File: src/rtl/rv32i_types.sv
// Shared types for the memory-side arbitration logic.
// Holds the arbiter FSM state and grant-side encodings.
package rv32i_types;

    typedef enum logic [1:0] {
        IDLE    = 2'd0,
        SERVE_I = 2'd1,
        SERVE_D = 2'd2
    } arb_state_t;

    typedef enum logic {
        GRANT_I = 1'b0,
        GRANT_D = 1'b1
    } arb_grant_t;

endpackage

File: src/rtl/cache_arbiter.sv
// Arbitrates I-cache fills and D-cache fills/writebacks onto one shared memory port.
// Non-preemptive; simultaneous requests alternate by granting the side not served last.
module cache_arbiter #(
    parameter int unsigned LINE_W = 256,
    parameter int unsigned ADDR_W = 32
) (
    input  logic              clk,
    input  logic              rst,

    input  logic              i_read,
    input  logic [ADDR_W-1:0] i_addr,
    output logic [LINE_W-1:0] i_rdata,
    output logic              i_resp,

    input  logic              d_read,
    input  logic              d_write,
    input  logic [ADDR_W-1:0] d_addr,
    input  logic [LINE_W-1:0] d_wdata,
    output logic [LINE_W-1:0] d_rdata,
    output logic              d_resp,

    output logic              pmem_read,
    output logic              pmem_write,
    output logic [ADDR_W-1:0] pmem_addr,
    output logic [LINE_W-1:0] pmem_wdata,
    input  logic [LINE_W-1:0] pmem_rdata,
    input  logic              pmem_resp,

    output logic [31:0]       perf_i_grants,
    output logic [31:0]       perf_d_grants,
    output logic [31:0]       perf_conflicts
);

    import rv32i_types::*;

    arb_state_t state_q, state_d;
    arb_grant_t last_grant_q;
    arb_grant_t grant_side;
    logic       grant_valid;
    logic       conflict;
    logic       d_req;

    logic [31:0] perf_i_q, perf_d_q, perf_c_q;

    assign d_req = d_read | d_write;

    // State register plus everything that only changes on a grant.
    always_ff @(posedge clk) begin
        if (rst) begin
            state_q      <= IDLE;
            last_grant_q <= GRANT_I;
            perf_i_q     <= 32'd0;
            perf_d_q     <= 32'd0;
            perf_c_q     <= 32'd0;
        end else begin
            state_q <= state_d;
            if (grant_valid) begin
                last_grant_q <= grant_side;
                if (grant_side == GRANT_I) begin
                    perf_i_q <= perf_i_q + 32'd1;
                end else begin
                    perf_d_q <= perf_d_q + 32'd1;
                end
            end
            if (conflict) begin
                perf_c_q <= perf_c_q + 32'd1;
            end
        end
    end

    always_comb begin
        state_d     = state_q;
        grant_valid = 1'b0;
        grant_side  = GRANT_I;
        conflict    = 1'b0;
        case (state_q)
            IDLE: begin
                if (i_read && d_req) begin
                    conflict    = 1'b1;
                    grant_valid = 1'b1;
                    grant_side  = (last_grant_q == GRANT_I) ? GRANT_D : GRANT_I;
                end else if (i_read) begin
                    grant_valid = 1'b1;
                    grant_side  = GRANT_I;
                end else if (d_req) begin
                    grant_valid = 1'b1;
                    grant_side  = GRANT_D;
                end
                if (grant_valid) begin
                    state_d = (grant_side == GRANT_I) ? SERVE_I : SERVE_D;
                end
            end
            SERVE_I, SERVE_D: begin
                // Grant holds until memory completes, whatever the other side does.
                if (pmem_resp) begin
                    state_d = IDLE;
                end
            end
            default: state_d = IDLE;
        endcase
    end

    // Commands depend only on registered state, so nothing is issued from IDLE.
    always_comb begin
        pmem_read  = 1'b0;
        pmem_write = 1'b0;
        pmem_addr  = '0;
        pmem_wdata = '0;
        i_resp     = 1'b0;
        d_resp     = 1'b0;
        case (state_q)
            SERVE_I: begin
                pmem_read = 1'b1;
                pmem_addr = i_addr;
                i_resp    = pmem_resp;
            end
            SERVE_D: begin
                pmem_read  = d_read;
                pmem_write = d_write;
                pmem_addr  = d_addr;
                pmem_wdata = d_wdata;
                d_resp     = pmem_resp;
            end
            default: ;
        endcase
    end

    assign i_rdata = pmem_rdata;
    assign d_rdata = pmem_rdata;

    assign perf_i_grants  = perf_i_q;
    assign perf_d_grants  = perf_d_q;
    assign perf_conflicts = perf_c_q;

endmodule

File: config.mk
export PLATFORM = sky130hd
export DESIGN_NAME = cache_arbiter
export DESIGN_NICKNAME = d
export VERILOG_FILES = /design/src/rtl/rv32i_types.sv /design/src/rtl/cache_arbiter.sv
export SDC_FILE = /design/constraint.sdc
export NUM_CORES = 1
export LEC_CHECK = 0
export CAP_MARGIN = 30
export CORE_AREA = 10 10 570 572
export CTS_CLUSTER_SIZE = 8
export DETAILED_ROUTE_END_ITERATION = 7
export DIE_AREA = 0 0 580 582
export SLEW_MARGIN = 20
export SYNTH_ARGS = -nofsm -noshare
export SYNTH_HDL_FRONTEND = slang
export SYNTH_SLANG_ARGS = --single-unit
File: constraint.sdc
create_clock -name clk -period 5.17 [get_ports clk]
set_clock_uncertainty 0.15 [all_clocks]
set_input_delay 1.034 -clock clk [delete_from_list [all_inputs] [get_ports clk]]
set_output_delay 1.034 -clock clk [all_outputs]
set_load 0.02 [all_outputs]
# Word-level counts from Yosys, hierarchy flattened

Index checks and enable logic that the tools add are counted.

Bitwise operators: 2
$add $sub $neg: 3
Multiplexer cells: 22
Reduce and logical (&&, ||, !) cells: 6
Eq/ne operators: 4

Operators by type and width:

| cell                    | number |
|---|---|
| $mux W256               | 1 |
| $add A32 B1 Y32 const B | 3 |
| $pmux W32 S2            | 1 |
| $mux W1                 | 15 |
| $mux W2                 | 3 |
| $reduce_and A2 Y1       | 3 |
| $ne A2 B2 Y1 const B    | 2 |
| $pmux W2 S2             | 1 |
| $eq A2 B1 Y1 const B    | 1 |
| $eq A2 B2 Y1 const B    | 1 |
| $logic_not A2 Y1        | 1 |
| $pmux W1 S2             | 1 |
| $reduce_or A2 Y1        | 1 |
| $logic_and A1 B1 Y1     | 1 |
| $not A1 Y1              | 1 |
| $or A1 B1 Y1            | 1 |

Logic and storage cells: 42
Input bits: 582
Flip-flop bits (word level): 99
Output and inout bits: 900

# Longest topological paths before layout

Depth in word-level cells: 8
Depth in mapped cells: 9
Depth with buffers taken out: 7

# Least setup slack after synthesis

No wires, ideal clock.

Path kind: register -> output
Start point: register state_q[0]
End point: output pmem_addr[0]
Path slack: 2436 ps
Path buffers: 2
Arrival: 1550 ps
Data required time: 3986 ps
Cell stages (with the launch flop): 7
Path through: dfxtp_1 -> inv_1 -> ha_1 -> clkbuf_1 -> buf_1 -> a22oi_1 -> nor2b_1

Cells in the longest elaborated chain, start to end: 2
Elaborated cells between the ends (all ways): 3
Classes of those cells: 2 x eq/ne; 1 x mux

Ends and longest elaborated chain:

| item                                         | line                 | source |
|---|---|---|
| from (decl)                                  | cache_arbiter.sv:36  | `arb_state_t state_q, state_d;` |
| from (signal assigned)                       | cache_arbiter.sv:56  | `state_q <= state_d;` |
| $eq A2 B2 Y1 or $eq A2 B1 Y1 (tied branches) | cache_arbiter.sv:111 | `case (state_q)` |
| $pmux W32 S2 *                               | cache_arbiter.sv:111 |  |
| to (decl)                                    | cache_arbiter.sv:24  | `output logic [ADDR_W-1:0] pmem_addr,` |

Mark *: on every way between the ends. The rest lies on a longest branch, timed or not.

# Worst setup path in the final report

Start point: register state_q[0]
End point: output pmem_addr[19]

The elaborated chain is that of the path after synthesis.

==> flow_summary.ini <==
[clocking]
cts_inserted_buffers = 9
hold_buffers = 0
post-cts-setup-buffer-count = 0
cts_root_buf = clkbuf_16
cts.clk_slew.worst_paths_ps = 90
h-tree-depth = 3
cts_resized = 0
clk_latency_ps = 390
cts_sinks = 99
cts_tree = built
clk_path_buf_depth = 2

[critical_path]
worstPathRequired_ps = 3990
cp-end-kind = primary output
r2r_slack_ps = 2480
critical_path.cell_chain = inv_1 > ha_4 > buf_12 > a22oi_1 > nor2b_1 > clkdlybuf4s50_1
crit_fanout = 49
crit_end = pmem_addr[19]
cp_slowest_stage_delay_ps = 910
worst-setup-path-type = reg2out
cp-start-kind = flip-flop
cp-startpoint = state_q[0]$_SDFFE_PP0P_
cpMaxStageDelayCell = a22oi_1
crit_arrival_ps = 3200
worstReg2RegEnd = perf_i_grants[29]$_SDFFE_PP0P_
r2r-start = state_q[0]$_SDFFE_PP0P_
rr_worst_depth = 7

[min_path]
hp-class = reg2reg

[sta]
slew_headroom_pct = 27.6
hold_ws_ps = 371
tns_ps = 0
fin_crit_sh_pct = 84.8
tightest_slew_ps = 1080
setup_violations = 0
fin_crit_ps = 4380
hold_viol = 0
fmax_mhz = 228
maxSlewViolCount = 0
rsz0062_at_grt = no

[synthesis]
synth_top_cell_by_area = buf_4
synth-warning-count = 0
synth_edf_count = 0
yosysMostFrequentCell = buf_4
syn-num-nets = 1995
ys_seq_area_share_pct = 18.6
netlist_area_um2 = 10600
synth-async-reset-ratio_pct = 0
netlist_instances = 1407
synth_flop_cell = dfxtp_1
synth_top_area_share_pct = 36.1
synth_cell_types = 42
synth_commonest_cells = buf_4, and2_1, dfxtp_1, nor2_1, xor2_1
synth-seq-cells = 99
avgSynthCellArea_um2 = 7.56
synth.area.top_cells = buf_4, dfxtp_1, and2_1

[drt]
avgViaCountPerCell = 1.92
wl_per_cell_um = 44.2
drc = 0
first_pass_iters = 4
ant_nets = 0
wl_um = 255000
num_vias = 11100
drt_iter0_drc = 437

[power]
internal_power_w = 0.00189
combPwrFrac_pct = 57.2
power_density_nw_per_um2 = 181
p_sw_share_pct = 46.4
vdd_drop_max_uv = 165
p_seq_share_pct = 22.3
clkPwrFrac_pct = 20.5
p_sw_w = 0.00164
p_leak_nw = 5.29

[grt]
track_usage_pct = 14.4
grt_first_pass_wirelength_um = 281000
grt-ovfl-total = 0
grt_max_degree = 81
antenna_found_initial = 183
grt_pass1_vias = 10500

[flow_run]
drv_cap = 0

[placed_design]
io_buffers = 713
gp_congestion = 0.824
dp_hpwl_um = 245000

[floorplan]
die-width_um = 580
initial_core_util_pct = 3.39
die-area_um2 = 338000
coreArea_um2 = 314000
die_h_um = 582
rows = 206
io_pins = 1482

[run_status]
status = finished, final reports clean

[finish]
final_net_count = 2166
num-fill-cells = 36900
drive_gt1_share_pct = 4.30
area_delta_synth_final_pct = 83.5
[cell families (layout without fill, tap and decap cells)]
logic type | Yosys count | count (layout) | share of synthesized area [%]
buffers and inverters | 585 | 761 | 38.8
other | 0 | 19 | 0
XOR/XNOR | 84 | 84 | 6.92
flip-flops | 99 | 99 | 18.6
adder cells (fa/ha/maj) | 6 | 6 | 0.706
AND/OR/NAND/NOR | 570 | 570 | 30.8
AO/OA/AOI/OAI | 61 | 61 | 3.94
multiplexers | 2 | 2 | 0.188
[registers in the layout, indices dropped and copies added (netlist names)]
register,flops
perf_d_grants,32
state_q,2
perf_conflicts,32
perf_i_grants,32
last_grant_q,1
[worst min-delay path by stage]
| stage | start | endpoint | slack, ps | cells past startpoint |
|---|---|---|---|---|
| 5_1_grt | state_q[0]$_SDFFE_PP0P_ | state_q[0]$_SDFFE_PP0P_ | 380 | 2 |
| 3_3_place_gp | state_q[0]$_SDFFE_PP0P_ | state_q[0]$_SDFFE_PP0P_ | 330 | 2 |
| 2_1_floorplan | state_q[0]$_SDFFE_PP0P_ | state_q[0]$_SDFFE_PP0P_ | 300 | 2 |
| 3_5_place_dp | perf_i_grants[29]$_SDFFE_PP0P_ | perf_i_grants[29]$_SDFFE_PP0P_ | 360 | 2 |
| 6_report | state_q[0]$_SDFFE_PP0P_ | state_q[0]$_SDFFE_PP0P_ | 370 | 2 |
| 4_1_cts | perf_d_grants[29]$_SDFFE_PP0P_ | perf_d_grants[29]$_SDFFE_PP0P_ | 370 | 2 |
[metrics by stage]
step | cells | setup slack [ps] | utilization [%] | power, W | instance area, um2
2_1_floorplan | 1407 | 2440 | - | 0.00201 | 10600
3_3_place_gp | 5723 | 860 | 6.08 | 0.00293 | 19100
3_5_place_dp | 5726 | 831 | 6.10 | 0.00293 | 19100
4_1_cts | 5742 | 825 | 6.20 | 0.00368 | 19500
5_1_grt | 5749 | 863 | 6.21 | 0.00370 | 19500
6_report | 5762 | 786 | 6.22 | 0.00353 | 19500
[cell type report]
class	instances	area (um2)	share of cell area [%]
clock inverter	7	91.3	0.468
timing repair buffer	732	7370	37.8
sequential	99	1980	10.2
inverter	13	48.8	0.250
antenna	19	47.5	0.244
clock buffer	9	225	1.15
tap	4160	5200	26.7
multi-input combinational	723	4550	23.3
[power groups by stage]
stage | logic, W | registers (W) | clock network, W
finish | 0.00202 | 0.000786 | 0.000724
global route | 0.00214 | 0.000788 | 0.000773
CTS | 0.00214 | 0.000786 | 0.000752
detailed placement | 0.00213 | 0.000805 | 0
global placement | 0.00212 | 0.000804 | 0
floorplan | 0.00120 | 0.000811 | 0
[per-layer routing]
| layer | global-route usage (%) | up-vias | share of wire (%) |
|---|---|---|---|
| met5 | 0.280 | - | 0.26 |
| met4 | 4.86 | 94 | 4.2 |
| met3 | 19.5 | 531 | 29 |
| met2 | 26.7 | 1481 | 51 |
| met1 | 6.31 | 4627 | 15 |
| li1 | - | 4348 | - |
[cells in the final DEF (no fill, tap or decap), types with 11 or more instances in the layout]
master,netlist,final
clkdlybuf4s50_1,0,694
and2_1,265,265
dfxtp_1,99,99
nor2_1,97,97
xor2_1,62,62
nand4_1,40,40
nand2_1,36,36
nor2b_1,34,34
a22oi_1,32,32
nand3_1,32,32
buf_4,512,25
xnor2_1,22,22
diode_2,0,19
nor3_1,16,16
inv_1,13,13
a21oi_1,12,12
and4_1,11,11
and3_1,11,11
[worst max-delay path, delay by kind of cell, from the launching register on]
kind	cells	cell delay, ps
buffers and inverters	3	970
AOI/OAI and AO/OA	1	910
DFF	1	380
adders and majority gates	1	290
and+or+nand+nor	1	130
Power figures use the tool's default switching activity.
